File: src/rtl/fetch_pkg.sv
// Shared types and constants for the instruction fetch stage.
package fetch_pkg;

   typedef enum logic [1:0] {
      IDLE = 2'd0,
      REQ  = 2'd1,
      WAIT = 2'd2,
      HOLD = 2'd3
   } fetch_state_e;

   localparam logic [31:0] NOP_ENC = 32'h0000_0013;
   localparam logic [31:0] PC_INC  = 32'd4;

   function automatic logic [31:0] align_word(input logic [31:0] addr);
      return {addr[31:2], 2'b00};
   endfunction

endpackage

File: src/rtl/fetch_skid_buffer.sv
// One-entry holding register for a response that arrives while decode is stalled.
module fetch_skid_buffer
   import fetch_pkg::*;
(
   input  logic        clk,
   input  logic        rst,
   input  logic        load,
   input  logic        drain,
   input  logic        clear,
   input  logic [31:0] load_instr,
   input  logic [31:0] load_pc,
   output logic [31:0] instr,
   output logic [31:0] pc,
   output logic        full
);

   logic [31:0] instr_reg;
   logic [31:0] pc_reg;
   logic        full_reg;

   // Clear wins over load so a redirect in the same cycle leaves the entry empty.
   always_ff @(posedge clk) begin
      if (rst || clear) begin
         full_reg  <= 1'b0;
         instr_reg <= NOP_ENC;
         pc_reg    <= '0;
      end else if (load) begin
         full_reg  <= 1'b1;
         instr_reg <= load_instr;
         pc_reg    <= load_pc;
      end else if (drain) begin
         full_reg  <= 1'b0;
      end
   end

   assign instr = instr_reg;
   assign pc    = pc_reg;
   assign full  = full_reg;

endmodule

File: src/rtl/fetch_stage.sv
// Instruction fetch stage: owns the fetch PC, talks to imem over a single-outstanding
// req/gnt/rvalid handshake and feeds registered instr/pc/valid to decode.
module fetch_stage
   import fetch_pkg::*;
#(
   parameter logic [31:0] RESET_PC  = 32'h0000_0000,
   parameter logic [31:0] NOP_INSTR = NOP_ENC
) (
   input  logic        clk,
   input  logic        rst,
   input  logic        stall,
   input  logic        redirect_valid,
   input  logic [31:0] redirect_pc,
   output logic        imem_req,
   output logic [31:0] imem_addr,
   input  logic        imem_gnt,
   input  logic        imem_rvalid,
   input  logic [31:0] imem_rdata,
   output logic [31:0] instr,
   output logic [31:0] pc,
   output logic        instr_valid
);

   fetch_state_e state_reg, state_next;
   logic [31:0]  fetch_pc_reg, fetch_pc_next;
   logic [31:0]  req_pc_reg, req_pc_next;
   logic         drop_reg, drop_next;
   logic [31:0]  instr_reg, instr_next;
   logic [31:0]  pc_reg, pc_next;
   logic         valid_reg, valid_next;

   logic         skid_load, skid_drain, skid_clear, skid_full;
   logic [31:0]  skid_instr, skid_pc;
   logic         accept, granted;

   fetch_skid_buffer u_skid (
      .clk        (clk),
      .rst        (rst),
      .load       (skid_load),
      .drain      (skid_drain),
      .clear      (skid_clear),
      .load_instr (imem_rdata),
      .load_pc    (req_pc_reg),
      .instr      (skid_instr),
      .pc         (skid_pc),
      .full       (skid_full)
   );

   assign accept = (state_reg == WAIT) && imem_rvalid && !drop_reg;

   // Back-to-back issue: in WAIT the next request goes out in the same cycle the
   // response is accepted, which sustains one instruction per cycle.
   always_comb begin
      imem_req = 1'b0;
      case (state_reg)
         REQ:     imem_req = 1'b1;
         WAIT:    imem_req = accept && !stall && !redirect_valid;
         default: imem_req = 1'b0;
      endcase
   end

   assign imem_addr = fetch_pc_reg;
   assign granted   = imem_req && imem_gnt;

   always_comb begin
      state_next    = state_reg;
      fetch_pc_next = fetch_pc_reg;
      req_pc_next   = req_pc_reg;
      drop_next     = drop_reg;
      instr_next    = instr_reg;
      pc_next       = pc_reg;
      valid_next    = valid_reg;
      skid_load     = 1'b0;
      skid_drain    = 1'b0;
      skid_clear    = 1'b0;

      // Bubble unless something below loads the output registers.
      if (!stall) begin
         instr_next = NOP_INSTR;
         valid_next = 1'b0;
      end

      case (state_reg)
         IDLE: state_next = REQ;
         REQ: begin
            if (granted) begin
               req_pc_next   = fetch_pc_reg;
               fetch_pc_next = fetch_pc_reg + PC_INC;
               state_next    = WAIT;
            end
         end
         WAIT: begin
            if (imem_rvalid) begin
               if (drop_reg) begin
                  drop_next  = 1'b0;
                  state_next = REQ;
               end else if (!stall) begin
                  instr_next = imem_rdata;
                  pc_next    = req_pc_reg;
                  valid_next = 1'b1;
                  if (granted) begin
                     req_pc_next   = fetch_pc_reg;
                     fetch_pc_next = fetch_pc_reg + PC_INC;
                     state_next    = WAIT;
                  end else begin
                     state_next = REQ;
                  end
               end else begin
                  skid_load  = 1'b1;
                  state_next = HOLD;
               end
            end
         end
         HOLD: begin
            if (!stall) begin
               instr_next = skid_instr;
               pc_next    = skid_pc;
               valid_next = skid_full;
               skid_drain = 1'b1;
               state_next = REQ;
            end
         end
         default: state_next = IDLE;
      endcase

      // A redirect overrides everything, including stall. Any response still in
      // flight belongs to the old path and must be dropped when it arrives.
      if (redirect_valid) begin
         fetch_pc_next = align_word(redirect_pc);
         instr_next    = NOP_INSTR;
         valid_next    = 1'b0;
         skid_load     = 1'b0;
         skid_drain    = 1'b0;
         skid_clear    = 1'b1;
         if (((state_reg == WAIT) && !imem_rvalid) || granted) begin
            drop_next  = 1'b1;
            state_next = WAIT;
         end else begin
            drop_next  = 1'b0;
            state_next = REQ;
         end
      end
   end

   always_ff @(posedge clk) begin
      if (rst) begin
         state_reg    <= IDLE;
         fetch_pc_reg <= RESET_PC;
         req_pc_reg   <= RESET_PC;
         drop_reg     <= 1'b0;
         instr_reg    <= NOP_INSTR;
         pc_reg       <= RESET_PC;
         valid_reg    <= 1'b0;
      end else begin
         state_reg    <= state_next;
         fetch_pc_reg <= fetch_pc_next;
         req_pc_reg   <= req_pc_next;
         drop_reg     <= drop_next;
         instr_reg    <= instr_next;
         pc_reg       <= pc_next;
         valid_reg    <= valid_next;
      end
   end

   assign instr       = instr_reg;
   assign pc          = pc_reg;
   assign instr_valid = valid_reg;

endmodule

File: config.mk
export PLATFORM = sky130hd
export DESIGN_NAME = fetch_stage
export DESIGN_NICKNAME = d
export VERILOG_FILES = /design/src/rtl/fetch_pkg.sv /design/src/rtl/fetch_skid_buffer.sv /design/src/rtl/fetch_stage.sv
export SDC_FILE = /design/constraint.sdc
export NUM_CORES = 1
export LEC_CHECK = 0
export ABC_AREA = 1
export BUFFER_PORTS_ARGS = -buffer_cell sky130_fd_sc_hd__buf_2
export CAP_MARGIN = 30
export CORE_MARGIN = 2
export CORE_UTILIZATION = 50
export DETAILED_ROUTE_END_ITERATION = 12
export GPL_TIMING_DRIVEN = 0
export PLACE_DENSITY = 0.85
export SYNTH_ARGS = -nofsm -noshare
export SYNTH_HDL_FRONTEND = slang
export SYNTH_SLANG_ARGS = --single-unit
File: constraint.sdc
create_clock -name clk -period 1.8 [get_ports clk]
set_clock_uncertainty 0.05 [all_clocks]
set_input_delay 0.36 -clock clk [delete_from_list [all_inputs] [get_ports clk]]
set_output_delay 0.36 -clock clk [all_outputs]
set_load 0.02 [all_outputs]
==> metrics.md <==
| Metric | Value |
|---|---|
| Status | complete, but fails checks |
| Failing checks | negative setup slack |
| Crit path largest cell delay | 340 ps |
| CP Launch Point | state_reg[0] |
| Leak pwr | 4.114 nW |
| Initial DRC Count | 998 |
| Post-synthesis compound-gate area fraction | 18.94% |
| Reg2reg start | state_reg[0] |
| Row count | 47 |
| Seq/Total Area, Yosys | 45.11% |
| Hold WC Path Type | in -> reg |
| Initial antenna violation count | 0 |
| Reg2Reg Capture Point | imem_addr[30] |
| Antenna fix cells | 0 |
| Post-synthesis cell area | 8388 µm² |
| Sequential group share of total power | 45.3% |
| Minimum hold slack | 93.17 ps |
| Post-DP HPWL | 17910 µm |
| Worst Max-Slew Pin Slew | 651.7 ps |
| Max-slew headroom | 56.40% |
| Synth warn | 0 |
| Initial Utilization | 50.94% |
| Mapped Cells | 1197 |
| GRT overflow | 0 |
| Total Wirelength | 25070 µm |
| Fmax | 511.8 MHz |
| Post-synthesis mux area share | 0% |
| Die Span Y | 133.5 µm |
| RD Place Congestion | 0.9654 |
| TritonRoute pass-1 iters | 5 |
| Endpoints failing hold | 0 |
| Hold Path Stages | 3 |
| Sw Share | 30.55% |
| Reg2Reg Depth | 14 |
| Final slew viol count | 0 |
| Overall power | 0.01014 W |
| Part of the cycle the worst path needs | 108.6% |
| Fin worst setup slack | -153.9 ps |
| Synth cell types | 36 |
| Routed wire length per instance | 15.45 µm |
| Adder and majority gate portion of the synthesized area | 0.5967% |
| Worst Path Arrival | 1540 ps |
| Largest net degree at the start of global routing | 20 |
| Die area | 17830 µm² |
| Setup crit start kind | flop |
| CTS tree | built |
| Fin area | 10400 µm² |
| Most frequent cells in the layout | nand2_1, dfxtp_1, buf_2 |
| Die Width | 133.5 µm |
| Clock sink total | 189 |
| CTS root buf | clkbuf_16 |
| DRC | 0 |
| CTS clock-pin slew for the worst setup and hold paths | 70 ps |
| Reg2reg setup slack | -90 ps |
| Ratio of cells with drive above 1 in the final layout | 21.67% |
| CP max-delay cell | dfxtp_2 |
| Number of global-route vias before repair | 8186 |
| Internal Power | 0.007040 W |
| Final setup fails | 42 |
| I/O pins | 168 |
| Post-route minimum period | 1954 ps |
| Endpoint class of the critical path | output port |
| Worst-Skew Late Latency | 440 ps |
| Crit Path Class | reg -> out |
| Floorplan core area | 16470 µm² |
| Psw | 0.003097 W |
| Clk network pwr share | 37.9% |
| Cell Chain, Critical Path | inv_2 > ha_4 > nand2_4 > inv_4 > nand3_4 > a21oi_4 > buf_6 |
| DR vias/cell | 5.440 |
| Area of the multi-input gates | 4081 µm² |
| Post-layout net count | 1464 |
| DP Area | 9478 µm² |
| Total CTS buffers | 17 |
| Fillers | 1396 |
| RSZ-0062 raised after global routing | true |
| IO Port Bufs | 159 |
| Sequential cell area | 3791 µm² |
| Synth Area in Simple Gates | 26.75% |
| Area growth syn-to-layout | 23.94% |
| Max clock buf depth | 2 |
| Most common cell after layout, fill and taps aside | nand2_1 |
| First-pass GRT wire length | 39450 µm |
| Post-Synth XOR/XNOR Area | 0.8353% |
| Max-Cap Viols | 0 |
| PD cells | 975.1 nW/µm² |
| Largest family of logic cells by synthesized area | simple AND/OR/NAND/NOR gates |
| Required time of the critical path | 1390 ps |
| Antenna Nets Post-Route | 0 |
| Total GRT Usage | 27.66% |
| Hold Crit Start | imem_rdata[0] |
| Combinational Power Share | 16.7% |
| H-tree depth | 4 |
| CP max FO | 3 |
| Avg Cell Area, Syn | 7.008 µm² |
| Hold Crit Endpoint | u_skid.instr[0] |
| VDD IR max | 0.8256 mV |
| Vias | 8829 |
| Yosys reg bits | 189 |
-- area by class of cell --
class	instances	share of cell area [%]
timing repair buffer	171	9.014
clock inverter	14	1.577
buffer	78	4.068
sequential	189	36.47
tap	220	2.648
multi-input combinational	859	39.26
inverter	74	2.744
clock buffer	18	4.224
-- cells in the mapped netlist (all sizes together) --
cell type,number,area share (%)
a21oi,82,5.2
ha,4,0.60
conb,1,0.045
nand3b,9,0.81
nand3,42,2.8
nand2,337,15
o21bai,2,0.22
dfxtp,189,45
o21ai,134,8.0
buf,36,2.5
inv,74,3.3
nor2,159,7.3
clkbuf,42,1.9
a31oi,60,4.5
xor2,6,0.63
o31ai,1,0.15
a211oi,9,0.81
nand4,5,0.37
xnor2,2,0.21
or2,2,0.15
o211ai,1,0.090
-- stage by stage --
| step | setup slack [ps] | util, % | instances | TNS [ps] |
|---|---|---|---|---|
| 5_1_grt | -203.1 | 63.14 | 1623 | -7213 |
| 3_5_place_dp | -341.3 | 57.56 | 1579 | -24610 |
| 3_3_place_gp | -314.0 | 57.56 | 1579 | -20420 |
| 2_1_floorplan | 50.42 | - | 1200 | 0 |
| 4_1_cts | -136.8 | 62.62 | 1623 | -1266 |
| 6_report | -153.9 | 63.14 | 1623 | -1642 |
-- what timing repair did --
action,4_1_cts,5_1_grt
gates cloned,3,0
resized for setup,43,40
setup buffers,9,0
pin swaps,3,7
setup endpoints to repair,183,172
hold buffers,0,0
-- power by group through the flow --
stage	logic, W	registers [W]	clock network, W
2_1_floorplan	0.000824	0.00476	0
3_3_place_gp	0.00141	0.00466	0
3_5_place_dp	0.00145	0.00467	0
4_1_cts	0.00164	0.00458	0.00385
5_1_grt	0.00184	0.00461	0.00405
6_report	0.00170	0.00459	0.00385
-- cell families after synthesis --
family / Yosys count
xor gates and xnor gates: 8
other: 1
AOI/OAI and AO/OA: 289
and+or+nand+nor: 554
buffers and inverters: 152
DFF: 189
adders and majority gates: 4
-- worst max-delay path by stage --
stage	end	slack [ps]	cells after the start
2_1_floorplan	imem_addr[22]	50	10
3_3_place_gp	pc[8]	-310	5
3_5_place_dp	pc[3]	-340	5
4_1_cts	imem_req	-140	7
5_1_grt	imem_req	-200	7
6_report	imem_req	-150	7
-- layer usage --
layer | global-route usage, % | vias up | wire, µm
met5 | 0 | - | 0
met4 | 14.18 | 0 | 1052
met3 | 6.164 | 102 | 2092
met2 | 44.50 | 445 | 11700
met1 | 34.95 | 3973 | 10220
li1 | - | 4309 | -
-- critical path: cells and delay by family (launching register included) --
family / cells / cell delay [ps]
adders and majority gates: 1 / 160
buffers and inverters: 3 / 290
DFF: 1 / 340
and+or+nand+nor: 2 / 150
AOI/OAI and AO/OA: 1 / 160
Power figures use the tool's default switching activity.
